==> src/rtl/tensor_core_matmul_engine.sv <==
// 4x4 signed matrix multiply: operands snapshotted on start, one result row per cycle,
// each element saturated to DATA_WIDTH, then a single bulk-write strobe.
//
// state     | meaning
// S_IDLE    | waiting for start_in; result_out holds last job
// S_COMPUTE | writing row r_row of result_out each cycle
// S_WRITE   | one-cycle bulk write strobe and done pulse
module tensor_core_matmul_engine #(
  parameter int DATA_WIDTH = 4
) (
  input  logic                                 clock_in,
  input  logic                                 reset_in,
  input  logic                                 start_in,
  input  logic                                 abort_in,
  input  logic [3:0][3:0][DATA_WIDTH-1:0]      matrix_a_in,
  input  logic [3:0][3:0][DATA_WIDTH-1:0]      matrix_b_in,
  output logic [3:0][3:0][DATA_WIDTH-1:0]      result_out,
  output logic                                 result_write_enable_out,
  output logic                                 busy_out,
  output logic                                 done_out,
  output logic                                 saturated_out
);

  localparam int ACC_W = 2*DATA_WIDTH + 2;
  localparam logic signed [ACC_W-1:0] SAT_MAX = ACC_W'((1 <<< (DATA_WIDTH-1)) - 1);
  localparam logic signed [ACC_W-1:0] SAT_MIN = -SAT_MAX - ACC_W'(1);

  typedef enum logic [1:0] {S_IDLE, S_COMPUTE, S_WRITE} state_t;

  state_t                            r_state;
  state_t                            w_state_nxt;
  logic [1:0]                        r_row;
  logic [3:0][3:0][DATA_WIDTH-1:0]   r_a;
  logic [3:0][3:0][DATA_WIDTH-1:0]   r_b;
  logic [3:0][3:0][DATA_WIDTH-1:0]   r_result;
  logic                              r_sat;
  logic                              w_accept;
  logic                              w_row_wr;
  logic [3:0][DATA_WIDTH-1:0]        w_sat_row;
  logic                              w_clip;
  logic signed [ACC_W-1:0]           w_acc;

  always_ff @(posedge clock_in or negedge reset_in) begin
    if (!reset_in) r_state <= S_IDLE;
    else           r_state <= w_state_nxt;
  end

  // Restart from WRITE keeps back-to-back throughput at one job per five cycles.
  always_comb begin
    w_state_nxt             = r_state;
    w_accept                = 1'b0;
    w_row_wr                = 1'b0;
    busy_out                = 1'b0;
    result_write_enable_out = 1'b0;
    done_out                = 1'b0;
    case (r_state)
      S_IDLE: begin
        if (start_in && !abort_in) begin
          w_accept    = 1'b1;
          w_state_nxt = S_COMPUTE;
        end
      end
      S_COMPUTE: begin
        busy_out = 1'b1;
        if (abort_in) begin
          w_state_nxt = S_IDLE;
        end else begin
          w_row_wr = 1'b1;
          if (r_row == 2'd3) w_state_nxt = S_WRITE;
        end
      end
      S_WRITE: begin
        busy_out                = 1'b1;
        result_write_enable_out = 1'b1;
        done_out                = 1'b1;
        if (start_in && !abort_in) begin
          w_accept    = 1'b1;
          w_state_nxt = S_COMPUTE;
        end else begin
          w_state_nxt = S_IDLE;
        end
      end
      default: w_state_nxt = S_IDLE;
    endcase
  end

  always_comb begin
    w_sat_row = '0;
    w_clip    = 1'b0;
    w_acc     = '0;
    for (int j = 0; j < 4; j++) begin
      w_acc = '0;
      for (int k = 0; k < 4; k++) begin
        w_acc = w_acc + ACC_W'($signed(r_a[r_row][k])) * ACC_W'($signed(r_b[k][j]));
      end
      if (w_acc > SAT_MAX) begin
        w_sat_row[j] = SAT_MAX[DATA_WIDTH-1:0];
        w_clip       = 1'b1;
      end else if (w_acc < SAT_MIN) begin
        w_sat_row[j] = SAT_MIN[DATA_WIDTH-1:0];
        w_clip       = 1'b1;
      end else begin
        w_sat_row[j] = w_acc[DATA_WIDTH-1:0];
      end
    end
  end

  always_ff @(posedge clock_in or negedge reset_in) begin
    if (!reset_in) begin
      r_a      <= '0;
      r_b      <= '0;
      r_result <= '0;
      r_sat    <= 1'b0;
      r_row    <= 2'd0;
    end else if (w_accept) begin
      r_a   <= matrix_a_in;
      r_b   <= matrix_b_in;
      r_sat <= 1'b0;
      r_row <= 2'd0;
    end else if (w_row_wr) begin
      r_result[r_row] <= w_sat_row;
      r_row           <= r_row + 2'd1;
      if (w_clip) r_sat <= 1'b1;
    end
  end

  assign result_out    = r_result;
  assign saturated_out = r_sat;

endmodule

==> config.mk <==
export PLATFORM = sky130hd
export DESIGN_NAME = tensor_core_matmul_engine
export DESIGN_NICKNAME = d
export VERILOG_FILES = /design/src/rtl/tensor_core_matmul_engine.sv
export SDC_FILE = /design/constraint.sdc
export NUM_CORES = 1
export LEC_CHECK = 0
export BUFFER_PORTS_ARGS = -buffer_cell sky130_fd_sc_hd__clkbuf_2
export CAP_MARGIN = 20
export CORE_UTILIZATION = 34
export CTS_CLUSTER_DIAMETER = 200
export DETAILED_ROUTE_END_ITERATION = 8
export PLACE_DENSITY = 0.54
export SYNTH_ARGS = -nofsm -noshare
export SYNTH_HDL_FRONTEND = slang
export SYNTH_SLANG_ARGS = --single-unit
==> constraint.sdc <==
create_clock -name clock_in -period 9.9 [get_ports clock_in]
set_clock_uncertainty 0.05 [all_clocks]
set_input_delay 0.99 -clock clock_in [delete_from_list [all_inputs] [get_ports clock_in]]
set_output_delay 0.99 -clock clock_in [all_outputs]
set_load 0.01 [all_outputs]
Word level (Yosys, flattened, before mapping)
Index checks and enable logic that the tools add are counted.
Storage, ports and cells
  flip-flop bits (word level): 197
  bits in latches: 0
  memory bits (writable): 0
  memory bits (read-only): 0
  output and inout port bits: 68
  logic and storage cells: 144
  memories: 0
Cells by class
  add/subtract/negate cells: 13
  multipliers: 16
  div/mod/pow operators: 0
  order comparisons: 10
  equality and inequality tests: 5
  shift-type cells: 0
  mux-type cells: 37
  bitwise gates (word level): 1
  reduce and logical (&&, ||, !) cells: 11
Operator list (count)
  $mul A4 B4 Y8: 16
  $bwmux W64: 1
  $add A10 B8 Y10: 4
  $add A9 B8 Y10: 4
  $gt A10 B4 Y1 const B: 4
  $lt A10 B4 Y1 const B: 4
  $add A8 B8 Y9: 4
  $bmux W16 S2: 1
  $demux W16 S2: 1
  $mux W16: 2
  $mux W4: 8
  $mux W1: 18
  $mux W2: 5
  $pmux W2 S3: 1
  $reduce_and A2 Y1: 3
  $eq A2 B2 Y1 const B: 2
  $reduce_bool A2 Y1: 2
  $reduce_or A2 Y1: 2
  $lt A2 B3 Y1 const B: 1
  $ne A3 B3 Y1 const B: 1
  $add A2 B1 Y2 const B: 1
  $eq A2 B1 Y1 const B: 1
  $ge A2 B1 Y1 const B: 1
  $logic_and A1 B1 Y1: 2
  other kinds (4): 4

Depth between registers and ports, before layout
Gate-level depths: netlist of run 1.
  depth in word-level cells: 18
  mapped depth: 27
  mapped depth without buffers: 24

Worst setup path after synthesis of run 1
No wires, ideal clock.
  path kind: register to register
  from: reg r_row[0]
  to: reg r_sat (netlist: saturated_out)
  arrival time: 7.159 ns
  required time: 9.719 ns
  slack: 2.560 ns
  cell stages (with the launch flop): 25
  buffers on the path: 3
  cells stage by stage: dfrtp_1 -> buf_2 -> buf_2 -> mux4_2 -> clkbuf_1 -> and2_1 -> fa_1 -> inv_1 -> fa_1 -> fa_1 -> inv_1 -> fa_1 -> fa_1 -> inv_1 -> fa_1 -> inv_1 -> ha_1 -> or4_1 -> o21a_1 -> a21bo_2 -> a2111oi_4 -> a31o_1 -> nand4b_1 -> a2111oi_2 -> nor3_1
On the way
  cells in the longest elaborated chain, start to end: 17
Ends and longest elaborated chain
  from (decl): line 32  | logic [1:0] r_row;
  from (signal assigned): line 122  | r_row <= r_row + 2'd1;
  $bmux W16 S2 (*): line 94  | w_acc = w_acc + ACC_W'($signed(r_a[r_row][k])) * ACC_W'($signed(r_b[k][j]));
  $mux W16 (not written as such) (*): line 94
  $mul A4 B4 Y8: line 94
  $add A8 B8 Y9: line 94
  $add A9 B8 Y10: line 94
  $add A10 B8 Y10: line 94
  $lt A10 B4 Y1: line 99  | end else if (w_acc < SAT_MIN) begin
  $mux W1: line 99
  $mux W1: line 96  | if (w_acc > SAT_MAX) begin
  $mux W1: line 99
  $mux W1: line 96
  $mux W1: line 99
  $mux W1: line 96
  $mux W1: line 99
  $mux W1 (*): line 96
  $reduce_bool A2 Y1 (no line) (*)
  $reduce_and A2 Y1 (no line) (*)
  to (signal assigned): line 113  | r_sat <= 1'b0;
  to (signal assigned): line 118  | r_sat <= 1'b0;
  to (signal assigned): line 123  | if (w_clip) r_sat <= 1'b1;
  to (decl): line 36  | logic r_sat;
Mark *: on every way between the ends. The rest lies on a longest branch, timed or not. The select of a mux whose other input is x is not followed.
A chain may end at the register's enable or synchronous reset.

Worst setup path in the final report of run 1
  from: reg r_row[0]
  to: reg r_result (netlist bit result_out[53])
On the way
  cells in the longest elaborated chain, start to end: 10
Ends and longest elaborated chain
  $bmux W16 S2: line 94
  $mux W16 (not written as such): line 94
  $mul A4 B4 Y8: line 94
  $add A8 B8 Y9: line 94
  $add A9 B8 Y10: line 94
  $add A10 B8 Y10: line 94
  $lt A10 B4 Y1: line 99
  $mux W4: line 99
  $mux W4: line 96
  $bwmux W64 (*): line 121  | r_result[r_row] <= w_sat_row;
  to (signal, indexed assignment): line 121
  to (decl): line 35  | logic [3:0][3:0][DATA_WIDTH-1:0] r_result;
Marks and branches as above.

==> results of run 1 <==
-- placed cells by master, fill, tap and decap left out, drive strengths merged, types with 3 or more instances in the layout --
cell	n
a21o	7
a2111oi	4
nand3	4
xnor2	61
a211oi	8
inv	395
o21a	11
nor4	6
clkinv	4
o21bai	12
mux2	112
mux4	16
nor2	70
buf	10
o21ai	116
dfrtp	197
nand2	156
o211ai	5
nand2b	19
xor2	11
a22oi	4
bufinv	3
or2	8
ha	144
nor3	6
a21oi	31
a211o	4
fa	324
nand4	4
or4	4
clkbuf	218
and2	143
-- per-layer routing --
metal  vias to the layer above  track usage  share of wire
li1                       6459            -              -
met1                      7188        0.240           0.42
met2                       251        0.334           0.52
met3                        52       0.0289          0.036
met4                         0       0.0525          0.020
met5                         -            0              0
-- synth_stat cells (4+ instances only) --
master	n	area share
sky130_fd_sc_hd__inv_1	390	0.071
sky130_fd_sc_hd__fa_1	324	0.31
sky130_fd_sc_hd__dfrtp_1	197	0.24
sky130_fd_sc_hd__nand2_1	156	0.028
sky130_fd_sc_hd__ha_1	144	0.087
sky130_fd_sc_hd__and2_1	143	0.043
sky130_fd_sc_hd__mux2_2	112	0.061
sky130_fd_sc_hd__o21ai_0	111	0.027
sky130_fd_sc_hd__nor2_1	70	0.013
sky130_fd_sc_hd__xnor2_1	61	0.026
sky130_fd_sc_hd__clkbuf_1	53	0.0096
sky130_fd_sc_hd__a21oi_1	31	0.0075
sky130_fd_sc_hd__nand2b_1	19	0.0057
sky130_fd_sc_hd__mux4_2	16	0.017
sky130_fd_sc_hd__o21bai_1	12	0.0044
sky130_fd_sc_hd__o21a_1	11	0.0040
sky130_fd_sc_hd__xor2_1	11	0.0047
sky130_fd_sc_hd__or2_2	8	0.0024
sky130_fd_sc_hd__a211oi_1	7	0.0025
sky130_fd_sc_hd__a21o_1	7	0.0025
sky130_fd_sc_hd__nor3_1	6	0.0015
sky130_fd_sc_hd__nor4_1	6	0.0018
sky130_fd_sc_hd__o211ai_1	5	0.0018
sky130_fd_sc_hd__o21ai_1	5	0.0012
sky130_fd_sc_hd__a211o_1	4	0.0017
sky130_fd_sc_hd__a22oi_1	4	0.0015
sky130_fd_sc_hd__buf_2	4	0.00097
sky130_fd_sc_hd__nand3_1	4	0.00097
sky130_fd_sc_hd__nand4_1	4	0.0012
sky130_fd_sc_hd__or4_1	4	0.0015
-- registers in the layout, summed over array words and instances, names as in the netlist --
signal         count
r_a               64
r_b               64
result_out        64
r_row              2
r_state            2
saturated_out      1
-- critical path: cells and delay by family, from the launching register on --
family / cells / cell delay, ns
AO/OA/AOI/OAI: 7 / 2.58
adder cells (fa/ha/maj): 7 / 3.36
buffers and inverters: 5 / 0.35
flip-flops: 1 / 0.86
multiplexers: 1 / 0.86
AND/OR/NAND/NOR: 1 / 0.20
-- cells by family after synthesis --
kind of cell | after synthesis | synth area share
XOR/XNOR | 74 | 0.0326
flip-flops | 197 | 0.238
adder cells (fa/ha/maj) | 469 | 0.401
buffers and inverters | 448 | 0.0817
AND/OR/NAND/NOR | 430 | 0.103
multiplexers | 129 | 0.0788
AO/OA/AOI/OAI | 218 | 0.0648
-- how the worst min path moves through the flow --
stage	startpoint	end	slack, ns	cells past startpoint
2_1_floorplan	r_a[32]	r_a[32]	0.43	1
3_3_place_gp	result_out[32]	result_out[32]	0.41	2
5_1_grt	result_out[47]	result_out[47]	0.45	2
6_report	result_out[17]	result_out[17]	0.43	2
4_1_cts	result_out[28]	result_out[28]	0.44	2
3_5_place_dp	result_out[28]	result_out[28]	0.42	2
-- metrics by stage --
step                       util  setup slack (ns)  hold slack, ns
after floorplan               -              2.56           0.425
after detailed placement  0.374              1.45           0.421
after global placement    0.374              1.52           0.415
after global routing      0.385             0.958           0.453
after CTS                 0.384              1.44           0.437
final                     0.385              1.45           0.432
-- cell type report --
cell class,count,area (um^2)
Antenna cell,1,2.50
Fill cell,5973,37100
Clock inverter,13,193
Sequential cell,197,4930
Clock buffer,19,443
Timing Repair Buffer,209,1100
Tap cell,782,978
Multi-Input combinational cell,1320,14100
Inverter,390,1460
==> summary by stage, run 1 <==
Outcome
The flow ran to the end, and the final reports show no timing, DRC or antenna violations.

Cells and area
The number of nets in the layout is 2735. Of the cells placed in the final design, the portion with a size suffix greater than 1 is 0.178. After routing the design area is 23200 um^2. The finished layout holds 2931 standard cells, fillers aside.

The post-synthesis to final-layout area growth is 12.1%.

GRT
The total global routing track utilization is 0.189. The first global-routing pass estimated 88.7 mm of wire. The largest net degree at the start of global routing is 94. The total overflow left after global routing is 0. The initial antenna violation count is 1.

The via count of the first global-routing pass is 15.4k.

Setup path
In this design, the stage delay of the slowest critical-path cell is 0.90 ns. The highest net fanout along the worst path is 16. The worst register-to-register path begins at r_row[0].

The path type of the worst setup path is reg -> reg. The slowest stage of the critical path is the sky130_fd_sc_hd__o21ai_0 cell. The end point of the critical path is result_out[53].

In this run the critical register-to-register path is captured at result_out[53]. The critical path capture point type is a register. The critical path starts at r_row[0]. The critical path data required time is 10.18 ns. The length in cells of the worst reg-to-reg path is 21.

The critical path goes through mux4_2 > nand2_1 > inv_1 > fa_1 > inv_1 > fa_1 > inv_1 > fa_1 > fa_1 > inv_1 > fa_1 > fa_1 > inv_1 > ha_1 > o21ai_0 > o21ai_0 > a211oi_1 > o2111ai_1 > o31a_1 > o21ai_0 > o21ai_0. The kind of start point of the critical path is a register. Setup slack on the worst reg-to-reg path comes out at 1.45 ns.

Data on the critical path arrives at its endpoint at 8.72 ns. In this design, the critical path's most frequently occurring cell is sky130_fd_sc_hd__fa_1.

Timing
The final period utilization is 0.853. The final-layout setup total negative slack is 0 ns. The final number of max-transition violations was 0. The transition time at the pin with the least slew margin is 1.16 ns. The number of setup violations in the final report is 0. The final-report hold violation count was 0. Setup repair after global routing left no endpoint under its margin. The worst path needs 8.45 ns of the cycle, external delays included. Headroom to the max-slew limit came out at 0.218. Timing would allow up to 118 MHz.

Run
The max-capacitance violation count is 0.

Drt
The count of nets left with antenna violations once routing finished came out at 0. For this block, the routed nets add up to 55.2 mm of wire. The detailed-route vias per instance is 4.76. In the routed design, unresolved DRC markers number 0.

The pre-antenna-repair detailed-routing pass consisted of 6 iterations. The vias after detailed routing is 14.0k. The detailed router finished its first iteration with 600 violations. The average detailed-routed wire length per instance is 18.8 um.

Place
Summing all placed instances gives a cell area of 22500 um^2. The count of input and output buffers is 199. After legalization and detailed placement, the total HPWL measured 44.9 mm. Counting tap cells, the placed design contains a total of 2897 instances.

The placer's final routability congestion estimate is 0.859.

CTS
The clock slew at the register clock pins of the worst setup and hold paths is 0.07 ns. The count of cells resized by post-cts repair is 0. The later pin in the worst-skew pair is clocked with a latency of 0.51 ns.

The H-tree generated during clock tree synthesis spans 4 levels. The TritonCTS clock tree is yes. Buffers inserted to repair hold after CTS numbered 0. The clock tree buffer depth is 2.

The tree is rooted in a sky130_fd_sc_hd__clkbuf_16. The number of clock sinks is 197. After clock tree synthesis, the setup repair step added 0 buffers. TritonCTS created 17 clock buffers.

Yosys
In this run, synthesis inferred 0 flip-flops with an integrated enable. After synthesis, the netlist uses 57 different library cells. Synthesis produced a netlist with a net count of 2565.

Of the synthesized area, sequential elements account for 0.238. The proportion of register bits with asynchronous set or reset after synthesis is 1.00. For this run, the leading register cell type out of synthesis is sky130_fd_sc_hd__dfrtp_1. In the synthesized netlist, the number of instances is 1965. The number of synthesis warnings is 0.

In this run the mean area of a mapped cell was 10.5 um^2. The synthesized cell area is 20700 um^2. The register bit count reported by yosys is 197.

Floorplanning
200 I/O pins were placed. The die is 249 um wide. The core area is 60200 um^2. After floorplanning, the core was divided into 90 placement rows.

The initial cell density of the core is 0.344. The die footprint is 61900 um^2. The floorplan step set the die height to 249 um.

Hold path
In this run the worst hold path is classified as reg -> reg.
Power of run 1 is not shown: default switching activity piles up to over one toggle a cycle in this logic, so the estimate is an artifact.
==> run 2: changes to the inputs <==
HOLD_SLACK_MARGIN = 0.03   (was unset)
RECOVER_POWER = 25   (was unset)
==> summary by stage, run 2 (synthesis gave the netlist of run 1 again) <==
Drt
The highest routing layer actually used is met4 (unchanged). The count of routing violations after the opening detailed-route iteration was 641 (was 600). The vias after detailed routing was 14.0k (about the same). The average detailed-routed wire length per instance is 18.8 um (about the same).

The met1 routed wirelength after detailed routing is 23.5 mm (was 23.3 mm). The sum of met2 wire segment lengths after detailed routing is 28.8 mm (about the same). The count of TritonRoute iterations in the first routing pass is 7 (was 6). The DRC violation count after routing is 0 (unchanged). The wire length reported by the detailed router is 55.2 mm (about the same). The detailed-route vias per instance was 4.78 (was 4.76). The met3 wirelength from detailed routing is 1.83 mm (was 1.98 mm). The remaining number of nets flagged by the antenna check after routing is 0 (unchanged).

Setup path
The critical path capture point type is a register (unchanged). The highest net fanout along the worst path is 16 (unchanged). The critical path data required time is 10.18 ns (about the same). The critical path data arrival time is 8.72 ns (about the same). The stage delay of the slowest cell on the critical path is 0.89 ns (was 0.90 ns). The kind of start point of the critical path is a register (unchanged).

The cell seen most often among critical-path stages is sky130_fd_sc_hd__fa_1 (unchanged). The length in cells of the worst reg-to-reg path is 21 (unchanged). The path type of the worst setup path is reg -> reg (unchanged). The library cell contributing the largest single delay on the critical path is sky130_fd_sc_hd__o21ai_0 (unchanged).

Critical-path cell list: mux4_2 > nand2_1 > inv_1 > fa_1 > inv_1 > fa_1 > inv_1 > fa_1 > fa_1 > inv_1 > fa_1 > fa_1 > inv_1 > ha_1 > o21ai_0 > o21ai_0 > a211oi_1 > o2111ai_1 > o31a_1 > o21ai_0 > o21ai_0 (unchanged).

Floorplanning
The core area is 60200 um^2 (unchanged). The I/O pin count is 200 (unchanged). The die footprint came to 61900 um^2 (unchanged). The initial cell density of the core came to 0.344 (unchanged). The number of standard-cell rows in the floorplan is 90 (unchanged). The vertical die dimension came to 249 um (unchanged). The horizontal die dimension is 249 um (unchanged).

CTS
The number of clock sinks is 197 (unchanged). The clock latency on the worst-skew pair is 0.51 ns (about the same). The post-CTS setup buffer count is 0 (unchanged). The count of cells resized by post-cts repair came to 0 (unchanged). The TritonCTS buffer count is 17 (unchanged). The clock tree root buffer cell is sky130_fd_sc_hd__clkbuf_16 (unchanged). The number of hold buffers added after CTS is 0 (unchanged). The clock slew at the register clock pins of the worst setup and hold paths is 0.07 ns (about the same).

The deepest level of the CTS H-tree is 4 (unchanged). The clock tree buffer depth is 2 (unchanged). The TritonCTS clock tree is yes (unchanged).

Timing
The final period utilization is 0.853 (about the same). The fmax is 118 MHz (about the same). The final-layout setup total negative slack is 0 ns (unchanged). The transition time at the pin with the least slew margin came to 5.04 ns (was 1.16 ns). The final period demand of the worst path is 8.44 ns (was 8.45 ns). The worst max-slew margin expressed relative to the limit was -2.36 (was 0.218). The final-report hold violation count is 0 (unchanged). The final number of max-transition violations is 161 (was 0). The number of setup violations in the final report is 0 (unchanged). Setup repair after global routing missed its margin: false (unchanged). The post-layout worst setup margin is 1.46 ns (was 1.45 ns).

Hold path
The instance count along the most critical hold path is 2 (unchanged). The class of the tightest hold or removal check is reg -> reg (unchanged).

GRT
The global-route wire length before repair is 88.7 mm (unchanged). The largest net degree at the start of global routing came to 94 (unchanged). The total global routing track utilization is 0.189 (unchanged). The via count of the first global-routing pass came to 15.4k (unchanged). The total congestion overflow after global routing is 0 (unchanged). The initial antenna violation count came to 1 (unchanged).

Cells and area
The share of layout cells above drive strength 1 is 0.177 (was 0.178). The number of nets in the layout was 2735 (unchanged). Top library cells by usage in the layout, fill and taps aside: sky130_fd_sc_hd__inv_1 (390), sky130_fd_sc_hd__fa_1 (324), sky130_fd_sc_hd__clkbuf_2 (198) (unchanged). The number of fillers in the final layout came to 5976 (was 5973). The post-synthesis to final-layout area growth is 12.0% (was 12.1%). The most common cell after layout, fill and taps aside is sky130_fd_sc_hd__inv_1 (unchanged).

Place
The minimum setup slack after placement is 1.45 ns (unchanged). The count of input and output buffers was 199 (unchanged). The placer's final routability congestion estimate came to 0.859 (unchanged). The final HPWL from detailed placement came to 44.9 mm (unchanged).

Outcome
Run status: finished with violations (was complete, no violations). The final reports fail on max-capacitance violations, max-slew violations.

Run
The max-capacitance violation count is 3 (was 0).
==> run 2: final timing paths <==
kind	startpoint	to	slack, ns
min	result_out[17]	result_out[17]	0.43
max reg2reg	r_row[0]	result_out[53]	1.46
min reg2reg	result_out[17]	result_out[17]	0.43
min in group asynchronous	reset_in	result_out[58]	2.25
max	r_row[0]	result_out[53]	1.46
max in group asynchronous	reset_in	r_b[39]	3.46
==> run 2: routing by layer <==
layer  vias up  track usage
met3        51       0.0289
met2       252        0.334
met4         0       0.0525
li1       6466            -
met1      7232        0.240
met5         -            0
==> run 2: cell type report <==
| class | count | area (um^2) | share of cell area |
|---|---|---|---|
| clock inverter | 13 | 193 | 0.00831 |
| multi-input combinational | 1320 | 14100 | 0.607 |
| tap | 782 | 978 | 0.0422 |
| timing repair buffer | 209 | 1090 | 0.0469 |
| sequential | 197 | 4930 | 0.213 |
| inverter | 390 | 1460 | 0.0632 |
| antenna | 2 | 5.00 | 0.000216 |
| clock buffer | 19 | 443 | 0.0191 |
==> run 2: per-stage QoR <==
step	instances	area [um^2]	utilization	hold slack [ns]
6_report	2932	23200	0.385	0.432
5_1_grt	2930	23200	0.385	0.453
4_1_cts	2929	23200	0.384	0.437
3_5_place_dp	2897	22500	0.374	0.421
3_3_place_gp	2897	22500	0.374	0.415
2_1_floorplan	1965	20700	-	0.425
==> run 2: worst max-delay path: cells and delay by family (launching register included) <==
| kind | cells | cell delay, ns |
|---|---|---|
| flops | 1 | 0.86 |
| mux | 1 | 0.86 |
| buf+inv | 5 | 0.34 |
| simple gates | 1 | 0.20 |
| fa+ha+maj | 7 | 3.36 |
| compound gates | 7 | 2.57 |
Power of run 2 is left out for the same reason.
==> run 3: changes to the inputs <==
CORE_ASPECT_RATIO = 1.4   (was unset)
==> summary by stage, run 3 (synthesis gave the netlist of run 1 again) <==
Outcome
Run status: finished with violations (unchanged). Failing checks: max-capacitance violations, max-slew violations (unchanged).

GRT
The via count of the first global-routing pass is 15.6k (was 15.4k). The largest net degree at the start of global routing was 79 (was 94). The global-route wire length before repair was 85.8 mm (was 88.7 mm). The total congestion overflow after global routing is 0 (unchanged). The initial antenna violation count is 1 (unchanged). The total global routing track utilization is 0.184 (was 0.189).

Cells and area
The number of nets in the layout is 2733 (was 2735). The most common cell after layout, fill and taps aside is sky130_fd_sc_hd__inv_1 (unchanged). The final core utilization was 0.387 (was 0.385). The final standard cell count with taps included and fillers excluded was 2956 (was 2932). Top library cells by usage in the layout, fill and taps aside: sky130_fd_sc_hd__inv_1 (390), sky130_fd_sc_hd__fa_1 (324), sky130_fd_sc_hd__clkbuf_2 (198) (unchanged). The total area of sequential cells came to 4930 um^2 (unchanged). The footprint of the multi-input gates is 14100 um^2 (about the same). The post-synthesis to final-layout area growth came to 12.0% (about the same). The share of layout cells above drive strength 1 was 0.177 (about the same). The number of fillers in the final layout is 6065 (was 5976). The count of antenna diodes in the layout is 0 (was 2).

CTS
The clock tree buffer depth is 2 (unchanged). The deepest level of the CTS H-tree is 4 (unchanged). The count of cells resized by post-cts repair was 0 (unchanged). The post-CTS setup buffer count is 0 (unchanged). The number of hold buffers added after CTS is 0 (unchanged). The TritonCTS clock tree is yes (unchanged).

The TritonCTS buffer count is 17 (unchanged). The clock slew at the register clock pins of the worst setup and hold paths was 0.08 ns (was 0.07 ns). The number of clock sinks is 197 (unchanged). The clock latency on the worst-skew pair came to 0.50 ns (was 0.51 ns). The clock tree root buffer cell is sky130_fd_sc_hd__clkbuf_16 (unchanged).

Setup path
The critical path data arrival time is 8.28 ns (was 8.72 ns). The cell seen most often among critical-path stages is sky130_fd_sc_hd__fa_1 (unchanged). The critical path data required time is 10.19 ns (was 10.18 ns). Critical-path cell list: mux4_2 > and2_1 > inv_1 > fa_1 > fa_1 > fa_1 > inv_1 > fa_1 > inv_1 > fa_1 > fa_1 > inv_1 > ha_1 > o21ai_0 > o21ai_1 > a211oi_1 > o2111ai_1 > o31a_1 > o21ai_0 > o21ai_0 (was mux4_2 > nand2_1 > inv_1 > fa_1 > inv_1 > fa_1 > inv_1 > fa_1 > fa_1 > inv_1 > fa_1 > fa_1 > inv_1 > ha_1 > o21ai_0 > o21ai_0 > a211oi_1 > o2111ai_1 > o31a_1 > o21ai_0 > o21ai_0). The worst-case register-to-register setup slack is 1.91 ns (was 1.46 ns).

The path type of the worst setup path is reg -> reg (unchanged). The critical path capture point type is a register (unchanged). The highest net fanout along the worst path is 20 (was 16).

The library cell contributing the largest single delay on the critical path is sky130_fd_sc_hd__dfrtp_1 (was sky130_fd_sc_hd__o21ai_0). The stage delay of the slowest cell on the critical path is 0.94 ns (was 0.89 ns). The kind of start point of the critical path is a register (unchanged).

Drt
The wire length reported by the detailed router is 53.2 mm (was 55.2 mm). The vias after detailed routing is 13.9k (was 14.0k). The detailed-route vias per instance was 4.72 (was 4.78). The DRC violation count after routing was 0 (unchanged). The sum of met2 wire segment lengths after detailed routing is 28.0 mm (was 28.8 mm).

The average detailed-routed wire length per instance was 18.0 um (was 18.8 um). The met3 wirelength from detailed routing is 2.08 mm (was 1.83 mm). The remaining number of nets flagged by the antenna check after routing is 0 (unchanged). The count of TritonRoute iterations in the first routing pass is 5 (was 7).

The met1 routed wirelength after detailed routing came to 22.1 mm (was 23.5 mm). The count of routing violations after the opening detailed-route iteration is 717 (was 641). The highest routing layer actually used is met4 (unchanged).

Timing
Setup repair after global routing missed its margin: false (unchanged). The final period demand of the worst path was 7.99 ns (was 8.44 ns). The number of setup violations in the final report came to 0 (unchanged). The fmax is 125 MHz (was 118 MHz). The final period utilization was 0.807 (was 0.853). The worst max-slew margin expressed relative to the limit is -1.63 (was -2.36). The final-layout setup total negative slack is 0 ns (unchanged). The final number of max-transition violations is 130 (was 161). The final-report hold violation count came to 0 (unchanged). The transition time at the pin with the least slew margin is 3.94 ns (was 5.04 ns).

Floorplanning
The I/O pin count is 200 (unchanged). The vertical die dimension came to 294 um (was 249 um). The initial cell density of the core is 0.345 (was 0.344).

The die footprint is 61900 um^2 (about the same). The number of standard-cell rows in the floorplan is 106 (was 90). The core area is 59900 um^2 (was 60200 um^2). The horizontal die dimension came to 211 um (was 249 um).

Place
The placed instance count was 2921 (was 2897). The final HPWL from detailed placement came to 43.4 mm (was 44.9 mm). The count of input and output buffers is 199 (unchanged).

The placer's final routability congestion estimate came to 0.824 (was 0.859).

Hold path
The class of the tightest hold or removal check is reg -> reg (unchanged).

Run
The max-capacitance violation count is 2 (was 3).
## run 3: changes by cell type in the layout (fill, tap and decap cells not counted), moves of 2 or more
cell and change:
sky130_fd_sc_hd__diode_2 -2, sky130_fd_sc_hd__inv_8 +2, sky130_fd_sc_hd__bufinv_16 -3, sky130_fd_sc_hd__buf_16 +2, sky130_fd_sc_hd__buf_4 -4
## run 3: critical path: cells and delay by family, from the launching register on
kind,cells,cell delay [ns]
buf+inv,4,0.23
compound gates,7,2.23
simple gates,1,0.35
fa+ha+maj,7,3.30
mux,1,0.73
flops,1,0.94
## run 3: worst paths after layout
path	startpoint	to	cells past startpoint
min in group asynchronous	reset_in	r_a[21]	1
worst max-delay path	r_row[1]	result_out[48]	20
max in group asynchronous	reset_in	r_b[51]	2
worst max register to register	r_row[1]	result_out[48]	20
worst min register to register	result_out[2]	result_out[2]	2
worst min-delay path	result_out[2]	result_out[2]	2
## run 3: final cells by class
| cell class | instances | share of cell area |
|---|---|---|
| well taps | 810 | 0.0437 |
| repair buffers | 207 | 0.0479 |
| clock inverters | 13 | 0.00572 |
| clock buffers | 19 | 0.0195 |
| flip-flops and latches | 197 | 0.213 |
| multi-input cells | 1320 | 0.607 |
| inverters | 390 | 0.0631 |
## run 3: metal layers
layer | up-vias | track usage
met2 | 308 | 0.333
met4 | 0 | 0.0521
met3 | 51 | 0.0304
li1 | 6464 | -
met5 | - | 0
met1 | 7122 | 0.223
## run 3: metrics by stage
step	setup WS (ns)	cell area, um^2	hold slack [ns]
final	1.91	23200	0.435
after global routing	1.43	23200	0.464
after CTS	1.50	23100	0.438
after detailed placement	1.52	22500	0.421
after global placement	1.64	22500	0.410
after floorplan	2.56	20700	0.425
Power of run 3 is left out for the same reason.
